## src/rtl/spi_master_arbiter_pkg.sv

```systemverilog
// Shared types and constants for the SPI master arbiter: FSM states, byte-count
// width, default timing parameters and a byte-lane extraction helper.
package spi_arb_pkg;

  typedef enum logic [2:0] {
    ST_IDLE = 3'd0,
    ST_ARB  = 3'd1,
    ST_LOAD = 3'd2,
    ST_WAIT = 3'd3,
    ST_FIN  = 3'd4,
    ST_GAP  = 3'd5
  } arb_state_e;

  localparam int BCNT_W          = 2;
  localparam int GAP_CYC_DEF     = 2;
  localparam int TIMEOUT_CYC_DEF = 255;

  function automatic logic [7:0] get_byte(input logic [31:0] word, input logic [BCNT_W-1:0] idx);
    return word[8*idx +: 8];
  endfunction

endpackage

```

## src/rtl/spi_master_arbiter_if.sv

```systemverilog
// Requester and byte-engine signals of the SPI master arbiter.
// The err signal exists only when SPI_ARB_TIMEOUT_EN is defined.
interface spi_master_arbiter_if #(
  parameter int N_REQ = 4
);

  logic [N_REQ-1:0]   req;
  logic [2*N_REQ-1:0] req_len;
  logic [32*N_REQ-1:0] req_wdata;
  logic [N_REQ-1:0]   gnt;
  logic [N_REQ-1:0]   done;
  logic [31:0]        rdata;
`ifdef SPI_ARB_TIMEOUT_EN
  logic               err;
`endif
  logic               eng_start;
  logic [7:0]         eng_wbyte;
  logic               eng_done;
  logic [7:0]         eng_rbyte;
  logic [N_REQ-1:0]   ss_sel;

  modport master (
`ifdef SPI_ARB_TIMEOUT_EN
    output err,
`endif
    input  req, req_len, req_wdata, eng_done, eng_rbyte,
    output gnt, done, rdata, eng_start, eng_wbyte, ss_sel
  );

  modport slave (
`ifdef SPI_ARB_TIMEOUT_EN
    input  err,
`endif
    output req, req_len, req_wdata, eng_done, eng_rbyte,
    input  gnt, done, rdata, eng_start, eng_wbyte, ss_sel
  );

endinterface

```

## src/rtl/spi_master_arbiter_rr_pick.sv

```systemverilog
// Combinational round-robin picker: first set request at or above ptr, wrapping.
module rr_pick #(
  parameter int N     = 4,
  parameter int IDX_W = (N > 1) ? $clog2(N) : 1
) (
  input  logic [N-1:0]     req,
  input  logic [IDX_W-1:0] ptr,
  output logic [N-1:0]     onehot,
  output logic [IDX_W-1:0] idx,
  output logic             valid
);

  logic [IDX_W-1:0] pos_s;
  logic             hit_s;

  // Walk requesters starting at ptr; the first hit claims the grant
  always_comb begin
    onehot = '0;
    idx    = '0;
    valid  = 1'b0;
    pos_s  = '0;
    hit_s  = 1'b0;
    for (int k = 0; k < N; k++) begin
      pos_s         = IDX_W'((int'(ptr) + k) % N);
      hit_s         = !valid && req[pos_s];
      onehot[pos_s] = hit_s;
      idx           = hit_s ? pos_s : idx;
      valid         = valid | hit_s;
    end
  end

endmodule

```

## src/rtl/spi_master_arbiter.sv

```systemverilog
// Round-robin arbiter sharing one SPI byte engine among N_REQ requesters.
// Optional engine watchdog and err output enabled by SPI_ARB_TIMEOUT_EN.
module spi_master_arbiter
  import spi_arb_pkg::*;
#(
  parameter int N_REQ       = 4,
  parameter int GAP_CYC     = GAP_CYC_DEF,
  parameter int TIMEOUT_CYC = TIMEOUT_CYC_DEF
) (
  input logic                  clk,
  input logic                  reset,
  spi_master_arbiter_if.master bus
);

  localparam int IDX_W = (N_REQ > 1) ? $clog2(N_REQ) : 1;
  localparam int GAP_W = $clog2(GAP_CYC + 1);

  arb_state_e         state_r, state_s;
  logic [IDX_W-1:0]   ptr_r, win_idx_r, pick_idx_s;
  logic [N_REQ-1:0]   pick_oh_s, win_oh_r, gnt_r, done_r, ss_sel_r;
  logic               pick_vld_s, last_byte_s, gap_done_s, tmo_hit_s;
  logic [BCNT_W-1:0]  len_r, bidx_r;
  logic [31:0]        wdata_r, shadow_r, rdata_r;
  logic [GAP_W-1:0]   gap_cnt_r;
  logic               eng_start_r;
  logic [7:0]         eng_wbyte_r;

  rr_pick #(.N(N_REQ), .IDX_W(IDX_W)) u_rr_pick (
    .req    (bus.req),
    .ptr    (ptr_r),
    .onehot (pick_oh_s),
    .idx    (pick_idx_s),
    .valid  (pick_vld_s)
  );

  assign last_byte_s = (bidx_r == len_r);
  assign gap_done_s  = (gap_cnt_r == GAP_W'(GAP_CYC - 1));

  // State register
  always_ff @(posedge clk or posedge reset) begin
    if (reset) state_r <= ST_IDLE;
    else       state_r <= state_s;
  end

  // Next-state logic
  always_comb begin
    state_s = state_r;
    case (state_r)
      ST_IDLE: if (|bus.req) state_s = ST_ARB;  else state_s = ST_IDLE;
      ST_ARB:  if (pick_vld_s) state_s = ST_LOAD; else state_s = ST_IDLE;
      ST_LOAD: state_s = ST_WAIT;
      ST_WAIT: begin
        if (bus.eng_done) begin
          if (last_byte_s) state_s = ST_FIN; else state_s = ST_LOAD;
        end else if (tmo_hit_s) begin
          state_s = ST_FIN;
        end else begin
          state_s = ST_WAIT;
        end
      end
      ST_FIN:  state_s = ST_GAP;
      ST_GAP:  if (gap_done_s) state_s = ST_IDLE; else state_s = ST_GAP;
      default: state_s = ST_IDLE;
    endcase
  end

  // Datapath and registered outputs; each action lands on the edge leaving its state
  always_ff @(posedge clk or posedge reset) begin
    if (reset) begin
      ptr_r       <= '0;
      win_idx_r   <= '0;
      win_oh_r    <= '0;
      len_r       <= '0;
      bidx_r      <= '0;
      wdata_r     <= 32'h0;
      shadow_r    <= 32'h0;
      rdata_r     <= 32'h0;
      gnt_r       <= '0;
      done_r      <= '0;
      ss_sel_r    <= '1;
      eng_start_r <= 1'b0;
      eng_wbyte_r <= 8'h00;
    end else begin
      eng_start_r <= 1'b0;
      done_r      <= '0;
      case (state_r)
        ST_ARB: begin
          if (pick_vld_s) begin
            win_idx_r <= pick_idx_s;
            win_oh_r  <= pick_oh_s;
            gnt_r     <= pick_oh_s;
            len_r     <= bus.req_len[2*pick_idx_s +: BCNT_W];
            wdata_r   <= bus.req_wdata[32*pick_idx_s +: 32];
            shadow_r  <= 32'h0;
            bidx_r    <= '0;
          end
        end
        ST_LOAD: begin
          ss_sel_r    <= ~win_oh_r;
          eng_wbyte_r <= get_byte(wdata_r, bidx_r);
          eng_start_r <= 1'b1;
        end
        ST_WAIT: begin
          if (bus.eng_done) begin
            shadow_r[8*bidx_r +: 8] <= bus.eng_rbyte;
            bidx_r                  <= bidx_r + BCNT_W'(1);
          end
        end
        ST_FIN: begin
          gnt_r    <= '0;
          ss_sel_r <= '1;
          done_r   <= win_oh_r;
          rdata_r  <= shadow_r;
          ptr_r    <= (win_idx_r == IDX_W'(N_REQ - 1)) ? '0 : win_idx_r + IDX_W'(1);
        end
        default: ;
      endcase
    end
  end

  // Inter-transaction gap counter
  always_ff @(posedge clk or posedge reset) begin
    if (reset)                  gap_cnt_r <= '0;
    else if (state_r == ST_GAP) gap_cnt_r <= gap_cnt_r + GAP_W'(1);
    else                        gap_cnt_r <= '0;
  end

`ifdef SPI_ARB_TIMEOUT_EN
  localparam int TMO_W = $clog2(TIMEOUT_CYC + 1);

  logic [TMO_W-1:0] tmo_cnt_r;
  logic             tmo_flag_r, err_r;

  assign tmo_hit_s = (tmo_cnt_r == TMO_W'(TIMEOUT_CYC - 1));

  // Engine watchdog; a completed byte restarts the count
  always_ff @(posedge clk or posedge reset) begin
    if (reset) begin
      tmo_cnt_r  <= '0;
      tmo_flag_r <= 1'b0;
      err_r      <= 1'b0;
    end else begin
      if (state_r == ST_WAIT && !bus.eng_done) tmo_cnt_r <= tmo_cnt_r + TMO_W'(1);
      else                                     tmo_cnt_r <= '0;
      if (state_r == ST_ARB)                                          tmo_flag_r <= 1'b0;
      else if (state_r == ST_WAIT && !bus.eng_done && tmo_hit_s)      tmo_flag_r <= 1'b1;
      err_r <= (state_r == ST_FIN) && tmo_flag_r;
    end
  end

  assign bus.err = err_r;
`else
  assign tmo_hit_s = 1'b0;
`endif

  assign bus.gnt       = gnt_r;
  assign bus.done      = done_r;
  assign bus.rdata     = rdata_r;
  assign bus.eng_start = eng_start_r;
  assign bus.eng_wbyte = eng_wbyte_r;
  assign bus.ss_sel    = ss_sel_r;

endmodule

```

## src/flat_wrapper.sv

```systemverilog
// flat-port wrapper written by rule: the top's interface ports become plain ports
module spi_master_arbiter_flat import spi_arb_pkg::*;
#(
  parameter int N_REQ       = 4,
  parameter int GAP_CYC     = GAP_CYC_DEF,
  parameter int TIMEOUT_CYC = TIMEOUT_CYC_DEF
)
  (clk, reset, bus_req, bus_req_len, bus_req_wdata, bus_eng_done, bus_eng_rbyte, bus_gnt, bus_done, bus_rdata, bus_eng_start, bus_eng_wbyte, bus_ss_sel);
  spi_master_arbiter_if #(.N_REQ(N_REQ)) bus_i ();
  input logic clk;
  input logic reset;
  input wire logic [$bits(bus_i.req)-1:0] bus_req;
  input wire logic [$bits(bus_i.req_len)-1:0] bus_req_len;
  input wire logic [$bits(bus_i.req_wdata)-1:0] bus_req_wdata;
  input wire logic [$bits(bus_i.eng_done)-1:0] bus_eng_done;
  input wire logic [$bits(bus_i.eng_rbyte)-1:0] bus_eng_rbyte;
  output wire logic [$bits(bus_i.gnt)-1:0] bus_gnt;
  output wire logic [$bits(bus_i.done)-1:0] bus_done;
  output wire logic [$bits(bus_i.rdata)-1:0] bus_rdata;
  output wire logic [$bits(bus_i.eng_start)-1:0] bus_eng_start;
  output wire logic [$bits(bus_i.eng_wbyte)-1:0] bus_eng_wbyte;
  output wire logic [$bits(bus_i.ss_sel)-1:0] bus_ss_sel;
  assign bus_i.req = bus_req;
  assign bus_i.req_len = bus_req_len;
  assign bus_i.req_wdata = bus_req_wdata;
  assign bus_i.eng_done = bus_eng_done;
  assign bus_i.eng_rbyte = bus_eng_rbyte;
  assign bus_gnt = bus_i.gnt;
  assign bus_done = bus_i.done;
  assign bus_rdata = bus_i.rdata;
  assign bus_eng_start = bus_i.eng_start;
  assign bus_eng_wbyte = bus_i.eng_wbyte;
  assign bus_ss_sel = bus_i.ss_sel;
  spi_master_arbiter #(.N_REQ(N_REQ), .GAP_CYC(GAP_CYC), .TIMEOUT_CYC(TIMEOUT_CYC)) u_core (.clk(clk), .reset(reset), .bus(bus_i));
endmodule
```

## config.mk

```make
export PLATFORM = sky130hd
export DESIGN_NAME = spi_master_arbiter_flat
export DESIGN_NICKNAME = d
export VERILOG_FILES = /design/src/rtl/spi_master_arbiter_pkg.sv /design/src/rtl/spi_master_arbiter_if.sv /design/src/rtl/spi_master_arbiter_rr_pick.sv /design/src/rtl/spi_master_arbiter.sv /design/src/flat_wrapper.sv
export SDC_FILE = /design/constraint.sdc
export NUM_CORES = 1
export LEC_CHECK = 0
export BUFFER_PORTS_ARGS = -buffer_cell sky130_fd_sc_hd__buf_2
export CORE_ASPECT_RATIO = 1.2
export CORE_MARGIN = 3
export CORE_UTILIZATION = 40
export DETAILED_ROUTE_END_ITERATION = 8
export PLACE_DENSITY = 0.63
export RECOVER_POWER = 50
export SYNTH_ARGS = -nofsm -noshare
export SYNTH_HDL_FRONTEND = slang
export SYNTH_SLANG_ARGS = --single-unit
```

## constraint.sdc

```tcl
create_clock -name clk -period 8.6 [get_ports clk]
set_clock_uncertainty 0.1 [all_clocks]
set_input_delay 0.86 -clock clk [delete_from_list [all_inputs] [get_ports clk]]
set_output_delay 0.86 -clock clk [all_outputs]
set_load 0.005 [all_outputs]
```

==> out/results.txt, run 1 <==
status -> finished, violations left
failing checks -> capacitance limit, slew limit
FILL cells -> 1,793
Core Footprint -> 0.0185 mm2
Synth area leaders -> dfrtp_1 (42%), nand2_1 (10%), a221oi_2 (5.9%)
TNS Setup -> 0 ps
H-tree levels -> 4
P per Cell Area -> 340 mW/mm2
syn_nets -> 975
hold buffer count at CTS -> 0
Clock Path Buffers -> 2
unique cell type count in the Yosys netlist -> 53
WHS -> 332 ps
Data arrival, critical path -> 4500 ps
DIE AREA -> 0.0209 mm2
crit start category -> flop
GRT met2 Usage -> 0.330
Max-Cap Viols -> 3
via-per-instance ratio -> 5.44
Worst setup EP type -> flop
CTS tree -> done
DPL Wire Length -> 14.6 mm
Post-synth EDFFs -> 0
synthesized area per cell -> 9.46 um2
Final Cycle Share -> 0.493
Initial DRC Count -> 442
Post-synth top flop -> dfrtp_1
met1 Use GR -> 0.266
gr ovfl total -> 0
number of CTS-inserted buffers -> 17
Final setup viols -> 0
Post-Route Utilization -> 0.506
asr flop ratio synth -> 1.00
Gate Count Post-Synth -> 813
vias in the first global route -> 6,411
initial antenna violation count -> 0
Setup Buffers After CTS -> 0
RSZ-0062 raised after global routing -> no
area delta synth->final -> 21.7%
gpl congestion -> 0.789
HP Start -> u_core.gap_cnt_r[0]
Synth Cell Area -> 0.00769 mm2
top-area cell type share of the netlist area -> 0.423
routed len/inst -> 17.0 um
via count -> 6,772
clk sink count -> 134
IO Count -> 204
Pre-antenna DRT Iters -> 5
Clock Latency Late Sink -> 420 ps
most crowded layer after global routing -> met2
Root Driver -> clkbuf_16
clk slew on worst S/H paths -> 60 ps
Overall Power -> 3180 uW
Seq/Total Area, Yosys -> 0.437
Critical Path RT -> 8860 ps
design area -> 0.00936 mm2
cell taking the most area after synthesis -> dfrtp_1
PortBufs -> 203
Die Wd -> 133 um
worst r2r src -> u_core.ptr_r[0]
crit path max fanout -> 85
fin crit period -> 4240 ps
num rows -> 54
Relative slew margins -> -0.751
final hold violation count -> 0
reg-to-reg slack, setup -> 4360 ps
Final Routed Wirelength -> 21.2 mm
DRC violations left -> 0
worst setup path startpoint -> u_core.ptr_r[0]
cts repair resizes -> 0
global-route wire length before repair -> 33.9 mm
fin. max-slew vios -> 135
GR Util met3 -> 0.0502
placed cell areas -> 0.00878 mm2
Final #Nets -> 1,140
Yosys reg bits -> 134
antenna-violating nets left -> 0
Leak -> 0.00440 uW
initial core utilization -> 0.416
Ys Warns -> 0
layout cells sized above 1 -> 0.284
DIE HEIGHT -> 158 um
largest net degree at the start of global routing -> 86
worst setup path category -> flop to flop
Max IR drop VDD -> 0.000166 V
Fmax -> 236 MHz
gr usage total -> 0.202
hold crit path type -> flop to flop
Worst-Margin Slew -> 2610 ps
## logic make-up after synthesis
| group | share of synthesized area |
|---|---|
| AOI/OAI and AO/OA | 0.209 |
| xor gates and xnor gates | 0.00228 |
| adders and majority gates | 0.0179 |
| buffers and inverters | 0.0571 |
| DFF | 0.437 |
| muxes | 0.0921 |
| and+or+nand+nor | 0.185 |
## worst max-delay path: stages, from the launching register on
cell and delay, ps:
dfrtp_2 340, buf_4 670, inv_1 310, ha_1 660, mux4_2 430, nor2b_4 140, buf_4 550, nor2b_1 340
a21oi_1 110, a221oi_1 350, a31o_1 140
## worst paths after layout
path,end,depth (start not counted)
worst max-delay path,u_core.bus.gnt[1],10
worst min-delay path,u_core.gap_cnt_r[0],1
worst max register to register,u_core.bus.gnt[1],10
worst min register to register,u_core.gap_cnt_r[0],1
max in group asynchronous,u_core.shadow_r[5],3
min in group asynchronous,u_core.bus.eng_start,2
## layout make-up
| class | count | area (um2) | area share |
|---|---|---|---|
| inverters | 16 | 61.3 | 0.00655 |
| well taps | 252 | 315 | 0.0337 |
| multi-input cells | 595 | 3940 | 0.421 |
| clock inverters | 9 | 148 | 0.0158 |
| flip-flops and latches | 134 | 3360 | 0.359 |
| clock buffers | 23 | 478 | 0.0511 |
| repair buffers | 214 | 1060 | 0.113 |
| diodes | 1 | 2.50 | 0.000267 |
## cell usage after synthesis (all sizes together) (16+ instances only)
master and count:
nor2 52, inv 16, a221oi 71, a21oi 16
o21ai 34, nand3 40, clkbuf 29, dfrtp 130
buf 39, nand2 210, mux2i 37, o31ai 46
## metrics by stage
step / setup slack, ps / std cells
3_3_place_gp: 4490 / 1211
5_1_grt: 4030 / 1243
2_1_floorplan: 4060 / 813
4_1_cts: 4380 / 1243
3_5_place_dp: 4390 / 1211
6_report: 4360 / 1244
## state kept, by name (all words and copies together) (netlist names)
| register | flops |
|---|---|
| u_core.bus.gnt | 4 |
| u_core.state_r | 3 |
| u_core.len_r | 2 |
| u_core.win_oh_r | 4 |
| u_core.bus.done | 4 |
| u_core.bus.eng_start | 1 |
| u_core.bus.eng_wbyte | 8 |
| u_core.bus.ss_sel | 4 |
| u_core.bus.rdata | 32 |
| u_core.win_idx_r | 2 |
| u_core.ptr_r | 2 |
| u_core.wdata_r | 32 |
| u_core.gap_cnt_r | 2 |
| u_core.bidx_r | 2 |
| u_core.shadow_r | 32 |
## layout by cell type, fill, tap and decap left out, drive strengths merged, types with 5 or more instances in the layout
master	count
nor2	52
mux2	8
inv	15
and2	5
mux2i	37
nor2b	8
clkbuf	50
o21ai	34
a21oi	16
mux4	11
a221oi	71
ha	11
dfrtp	130
o31ai	46
nand3	40
a21o	6
buf	187
nand2	210
## layer usage
layer | wire length (um) | vias to the layer above | share of wire
li1 | - | 3279 | -
met1 | 8880 | 3189 | 0.42
met2 | 10400 | 273 | 0.49
met3 | 1530 | 31 | 0.072
met4 | 369 | 0 | 0.017
met5 | 0 | - | 0
## report_power, final
part	total (uW)	internal (uW)	switching (uW)
Clock	774	506	268
Combinational	1450	595	859
Sequential	953	812	141
Total	3180	1910	1270
Power figures use the tool's default switching activity.
==> run 2: changes to the inputs <==
- ABC_AREA: default -> 1
- PLACE_DENSITY: 0.63 -> 0.66
- clock period: 8.6 -> 3.7 ns (I/O delays scaled with it)
==> run 2 against run 1 <==
Effect of this change: the flow still finishes with violations (capacitance limit, slew limit); worst setup slack got worse by 3700 ps; area after synthesis decreased by 3.3%; routed wire length decreased by 7.2%; worst hold slack got worse by 200 ps; combinational power increased to 2.7 times the previous value; global-route usage decreased by 0.68 points; sequential power increased by 140%; clock power increased by 110%; register-to-register slack got worse by 3700 ps; via count increased by 0.99%; sequential share of layout area increased by 1.1 points.
==> out/results.txt, run 2 <==
via-per-instance ratio -> 4.89 (-10%)
top-count cell post-synth -> nand2_1
via count -> 6,839 (+0.99%)
commonest non-fill, non-tap cell in the layout -> nand2_1
Worst path max stage delay -> 620 ps (-50 ps)
clk sink count -> 134 (unchanged)
Pre-antenna DRT Iters -> 6 (+1)
crit path max fanout -> 33 (-61%)
PortBufs -> 203 (unchanged)
Critical Path Slowest Stage Cell -> dfrtp_1
P per Cell Area -> 860 mW/mm2 (+150%)
CTS tree -> done
top post-synthesis cells by count -> nand2_1 (342), dfrtp_1 (130), inv_1 (91), nand3_1 (86), o21ai_0 (58)
TNS Setup -> 0 ps (unchanged)
setup ws final -> 700 ps (-3660 ps)
Reg area -> 0.00336 mm2 (about the same)
worst setup path category -> flop to flop
fin crit period -> 3000 ps (-1240 ps)
Synth area leaders -> dfrtp_1 (44%), nand2_1 (17%), nand3_1 (5.8%)
FILL cells -> 1,806 (+0.73%)
area delta synth->final -> 22.0%
Final setup viols -> 0 (unchanged)
ANT cells -> 0 (-1)
routed len/inst -> 14.0 um (-18%)
switch share -> 0.461 (+0.0623)
cell taking the most area after synthesis -> dfrtp_1
syn_nets -> 1,140 (+17%)
gr usage total -> 0.195 (-0.00681)
multi-input logic area -> 0.00340 mm2 (-14%)
Worst-Margin Slew -> 1810 ps (-800 ps)
unique cell type count in the Yosys netlist -> 46 (-13%)
Critical Path RT -> 3900 ps (-4960 ps)
antenna-violating nets left -> 0 (unchanged)
asr flop ratio synth -> 1.00 (unchanged)
Relative slew margins -> -0.208 (+0.543)
Initial DRC Count -> 379 (-14%)
Crit path max-delay family -> simple AND/OR/NAND/NOR gates
WHS -> 134 ps (-198 ps)
Sequential Power Share -> 0.290 (-0.010)
Synth Cell Area -> 0.00744 mm2 (-3.3%)
Overall Power -> 7800 uW (+150%)
DPL Wire Length -> 14.5 mm (-0.59%)
design area -> 0.00907 mm2 (-3.1%)
Seq/Total Area, Yosys -> 0.452 (+0.0150)
final hold violation count -> 0 (unchanged)
Gate Count Post-Synth -> 978 (+20%)
layout cells sized above 1 -> 0.236 (-0.0472)
Root Driver -> clkbuf_16
clk slew on worst S/H paths -> 60 ps (about the same)
gpl congestion -> 0.841 (+6.6%)
H-tree levels -> 4 (unchanged)
hold crit path type -> input port to flop
Ys Warns -> 0 (unchanged)
IO Count -> 204 (unchanged)
clock share of power -> 0.209 (-0.034)
status -> finished, violations left
Data arrival, critical path -> 3200 ps (-1300 ps)
initial antenna violation count -> 0 (unchanged)
Die Wd -> 130 um (-1.6%)
vias in the first global route -> 6,463 (+0.81%)
fin. max-slew vios -> 135 (unchanged)
Clock Latency Late Sink -> 410 ps (about the same)
Fmax -> 333 MHz (+41%)
commonest non-fill, non-tap cells in the layout -> nand2_1 (342), buf_2 (193), dfrtp_1 (130)
Final Cycle Share -> 0.811 (+0.318)
Post-synth top flop -> dfrtp_1
failing checks -> capacitance limit, slew limit
largest net degree at the start of global routing -> 135 (+57%)
number of CTS-inserted buffers -> 17 (unchanged)
DIE HEIGHT -> 155 um (-1.6%)
Leak -> 0.00487 uW (+11%)
Final #Nets -> 1,325 (+16%)
Yosys reg bits -> 134 (unchanged)
placed cell areas -> 0.00852 mm2 (-2.9%)
DRC violations left -> 0 (unchanged)
synthesized area per cell -> 7.60 um2 (-20%)
reg-to-reg slack, setup -> 700 ps (-3660 ps)
Worst setup EP type -> flop
top-area cell type share of the netlist area -> 0.437 (+0.0145)
initial core utilization -> 0.408 (-0.00784)
hold buffer count at CTS -> 0 (unchanged)
global-route wire length before repair -> 31.5 mm (-7.1%)
critical path cell sequence -> inv_8 -> ha_1 -> inv_1 -> nand3_2 -> nand2_4 -> a21oi_2 -> nand2_2 -> nand2_4 -> buf_4 -> or2_0 -> nand3_1 -> nand3_1
crit path buf inv count -> 3 (unchanged)
Max IR drop VDD -> 0.000447 V (+170%)
RSZ-0062 raised after global routing -> no
Logic pwr share -> 0.501 (+0.044)
Setup Buffers After CTS -> 0 (unchanged)
cts repair resizes -> 0 (unchanged)
DP Worst Slack -> 683 ps (-3700 ps)
crit start category -> flop
P_sw -> 3590 uW (+180%)
Max-Cap Viols -> 1 (-2)
Clock Path Buffers -> 2 (unchanged)
gr ovfl total -> 0 (unchanged)
DIE AREA -> 0.0203 mm2 (-3.2%)
Power Internal -> 4210 uW (+120%)
num rows -> 54 (unchanged)
Final Routed Wirelength -> 19.6 mm (-7.2%)
Core Footprint -> 0.0182 mm2 (-1.5%)
Post-synth EDFFs -> 0 (unchanged)
[run 2: cell types whose count changed after synthesis, sizes merged, moves of 16 or more]
cell and change:
nand4 +16, a21oi +18, a221oi -71, nand2 +143, or2 +27, mux2i -36
inv +84, o31ai -41, o21ai +35, nand3 +52
[run 2: cell families (layout without fill, tap and decap cells)]
logic type	count (synthesis)	in the layout	synth area share
and+or+nand+nor	559	559	0.340
buffers and inverters	147	345	0.0917
DFF	134	134	0.452
AOI/OAI and AO/OA	125	125	0.0957
adders and majority gates	11	11	0.0185
xor gates and xnor gates	1	1	0.00118
muxes	1	1	0.00135
[run 2: path summary, 6_finish.rpt]
kind	from	cells past startpoint	endpoint
worst max-delay path	u_core.ptr_r[0]	12	u_core.wdata_r[16]
worst min-delay path	bus_eng_done	3	u_core.bidx_r[0]
worst max register to register	u_core.ptr_r[0]	12	u_core.wdata_r[16]
worst min register to register	u_core.win_oh_r[2]	1	u_core.bus.ss_sel[2]
max in group asynchronous	reset	3	u_core.ptr_r[1]
min in group asynchronous	reset	3	u_core.bus.rdata[13]
[run 2: per-layer routing]
metal,GRT usage,up-vias,part of all wire
met4,0.0661,0,0.018
met5,0,-,0
li1,-,3502,-
met1,0.255,3093,0.44
met3,0.0388,25,0.054
met2,0.322,219,0.49
[run 2: final cells by class]
cell class | instances | area share
multi-input combinational | 697 | 0.374
sequential | 134 | 0.370
timing repair buffer | 211 | 0.117
clock buffer | 18 | 0.0484
inverter | 102 | 0.0437
tap | 224 | 0.0309
clock inverter | 14 | 0.0154
[run 2: power by group through the flow]
stage,clock [uW],sequential (uW),combinational (uW)
after CTS,1680,2270,3950
final,1630,2260,3900
after floorplan,0,2200,3250
after global routing,1740,2320,4470
after detailed placement,0,2290,3930
after global placement,0,2280,3900
[run 2: worst min-delay path: stages]
cell,delay (ps)
buf_2,130
nand2_1,50
o21ai_0,60
[run 2: per-stage QoR]
stage / util / std cells
2_1_floorplan: - / 978
3_3_place_gp: 0.467 / 1368
3_5_place_dp: 0.467 / 1368
4_1_cts: 0.499 / 1400
5_1_grt: 0.497 / 1400
6_report: 0.497 / 1400
==> run 3: changes to the inputs <==
- clock period: 3.7 -> 2.45 ns (I/O delays scaled with it)
==> run 3 against run 2 <==
Effect of this change: the run now ends clean; sequential cell count unchanged; largest power group unchanged; clock-buffer cell count grew 1; sequential power increased by 49%; sequential share of layout area fell by 1.1 points; register-to-register slack got worse by 540 ps; maximum frequency grew 31%; final cell count increased by 1.6%; first-iteration DRC count fell by 9.2%; critical endpoint is now u_core.wdata_r[27]; non-clock buffer count grew 19; critical path depth up 1; power increased by 63%; critical path type unchanged; largest cell class unchanged.
==> out/results.txt, run 3 (synthesis results as in run 2) <==
Data arrival, critical path -> 2500 ps (-700 ps)
Relative slew margins -> 0.510 (+0.718)
status -> complete, no violations
Worst setup EP type -> flop
PortBufs -> 203 (unchanged)
Worst-Margin Slew -> 735 ps (-1080 ps)
via count -> 7,037 (+2.9%)
initial core utilization -> 0.408 (unchanged)
RSZ-0062 raised after global routing -> no
number of CTS-inserted buffers -> 17 (unchanged)
DIE AREA -> 0.0203 mm2 (unchanged)
Critical Path RT -> 2660 ps (-1240 ps)
Leak -> 0.00494 uW (+1.4%)
clk slew on worst S/H paths -> 60 ps (about the same)
DRC violations left -> 0 (unchanged)
H-tree levels -> 4 (unchanged)
worst r2r src -> u_core.ptr_r[0]
placed insts -> 1,384 (+1.2%)
crit path max fanout -> 15 (-55%)
Die Wd -> 130 um (unchanged)
WHS -> 26.4 ps (-108 ps)
Critical Path Slowest Stage Cell -> dfrtp_2
Pre-antenna DRT Iters -> 5 (-1)
Max IR drop VDD -> 0.000687 V (+54%)
Worst path max stage delay -> 410 ps (-210 ps)
DP Worst Slack -> 26.8 ps (-657 ps)
via-per-instance ratio -> 4.95 (+1.2%)
CTS tree -> done
fin crit period -> 2290 ps (-712 ps)
hold path endpoint -> u_core.wdata_r[5]
fin. max-slew vios -> 0 (-100%)
gr usage total -> 0.200 (+0.00484)
layout cells sized above 1 -> 0.233 (-0.00370)
Max-Cap Viols -> 0 (-1)
routed len/inst -> 14.7 um (+4.9%)
P per Cell Area -> 1360 mW/mm2 (+58%)
gr ovfl total -> 0 (unchanged)
design area -> 0.00935 mm2 (+3.1%)
initial antenna violation count -> 0 (unchanged)
DPL Wire Length -> 14.7 mm (+1.3%)
worst setup path category -> flop to flop
gpl congestion -> 0.897 (+6.6%)
Core Footprint -> 0.0182 mm2 (unchanged)
Final Cycle Share -> 0.934 (+0.123)
vias in the first global route -> 6,541 (+1.2%)
Crit Reg-Reg Endpoint -> u_core.wdata_r[27]
area delta synth->final -> 25.7%
ANT cells -> 0 (unchanged)
setup ws final -> 162 ps (-538 ps)
Clock Latency Late Sink -> 430 ps (+20 ps)
largest net degree at the start of global routing -> 135 (unchanged)
reg-to-reg slack, setup -> 160 ps (-540 ps)
Final #Nets -> 1,348 (+1.7%)
num rows -> 54 (unchanged)
IO Count -> 204 (unchanged)
Clock Path Buffers -> 2 (unchanged)
commonest non-fill, non-tap cells in the layout -> nand2_1 (342), buf_2 (171), dfrtp_1 (129)
DIE HEIGHT -> 155 um (unchanged)
critical path cell sequence -> inv_8 -> ha_1 -> inv_2 -> nand3_2 -> nand2_4 -> nand3_2 -> nor2_4 -> inv_2 -> nand2_4 -> nor2_4 -> buf_12 -> nand3_1 -> nand3_1
commonest non-fill, non-tap cell in the layout -> nand2_1
global-route wire length before repair -> 32.1 mm (+1.9%)
final hold violation count -> 0 (unchanged)
reg2reg path depth -> 13 (+1)
antenna-violating nets left -> 0 (unchanged)
crit start category -> flop
clk sink count -> 134 (unchanged)
Final setup viols -> 0 (unchanged)
post-route insts no fill -> 1,423 (+1.6%)
Root Driver -> clkbuf_16
Final Routed Wirelength -> 20.9 mm (+6.6%)
HP Start -> bus_req_wdata[37]
worst hold path depth -> 5 (+2)
hold crit path type -> input port to flop
Fmax -> 437 MHz (+31%)
Initial DRC Count -> 344 (-9.2%)
placed cell areas -> 0.00865 mm2 (+1.6%)
TNS Setup -> 0 ps (unchanged)
run 3: cell count changes in the layout (fill, tap and decap cells not counted), moves of 3 or more:
cell,change
buf_4,+14
clkbuf_1,+21
nor2_4,+3
buf_12,+3
buf_2,-22
run 3: layout make-up:
type                       instances  area, um2
fill                            1846       8890
multi-input combinational        701       3460
sequential                       134       3360
timing repair buffer             230       1220
clock buffer                      19        453
inverter                         102        399
tap                              224        280
clock inverter                    13        183
run 3: stage by stage:
step / util / power [uW]
CTS: 0.510 / 12500
global placement: 0.474 / 9630
detailed placement: 0.474 / 9730
global route: 0.513 / 13800
finish: 0.513 / 12700
floorplan: - / 8230
run 3: repair_timing:
action                                 4_1_cts  5_1_grt
setup endpoints to repair                    0       34
endpoints found under the hold margin      132        0
buffers inserted                             0        1
resized for setup                            0        8
hold buffers                                 2        0
run 3: where the power goes:
group | leakage, uW | switching [uW] | internal, uW
sequential | 0.00174 | 398 | 2970
combinational | 0.00289 | 4330 | 2260
clock | 0.000313 | 1060 | 1690
run 3: worst max-delay path by stage:
stage	startpoint	slack (ps)	endpoint
floorplan	u_core.ptr_r[0]	290	u_core.wdata_r[24]
global placement	u_core.ptr_r[0]	90	u_core.wdata_r[3]
detailed placement	u_core.ptr_r[0]	30	u_core.wdata_r[3]
CTS	u_core.ptr_r[0]	20	u_core.wdata_r[3]
global route	u_core.ptr_r[0]	20	u_core.wdata_r[6]
finish	u_core.ptr_r[0]	160	u_core.wdata_r[27]
run 3: critical path, delay by kind of cell (launching register included):
kind	cells	cell delay [ps]
simple gates	8	940
flops	1	410
fa+ha+maj	1	360
buf+inv	4	350
run 3: metal layers:
layer	global-route usage	vias to the layer above	share of wire
met5	0	-	0
met3	0.0409	23	0.053
li1	-	3552	-
met4	0.0524	0	0.012
met2	0.338	225	0.50
met1	0.260	3237	0.43
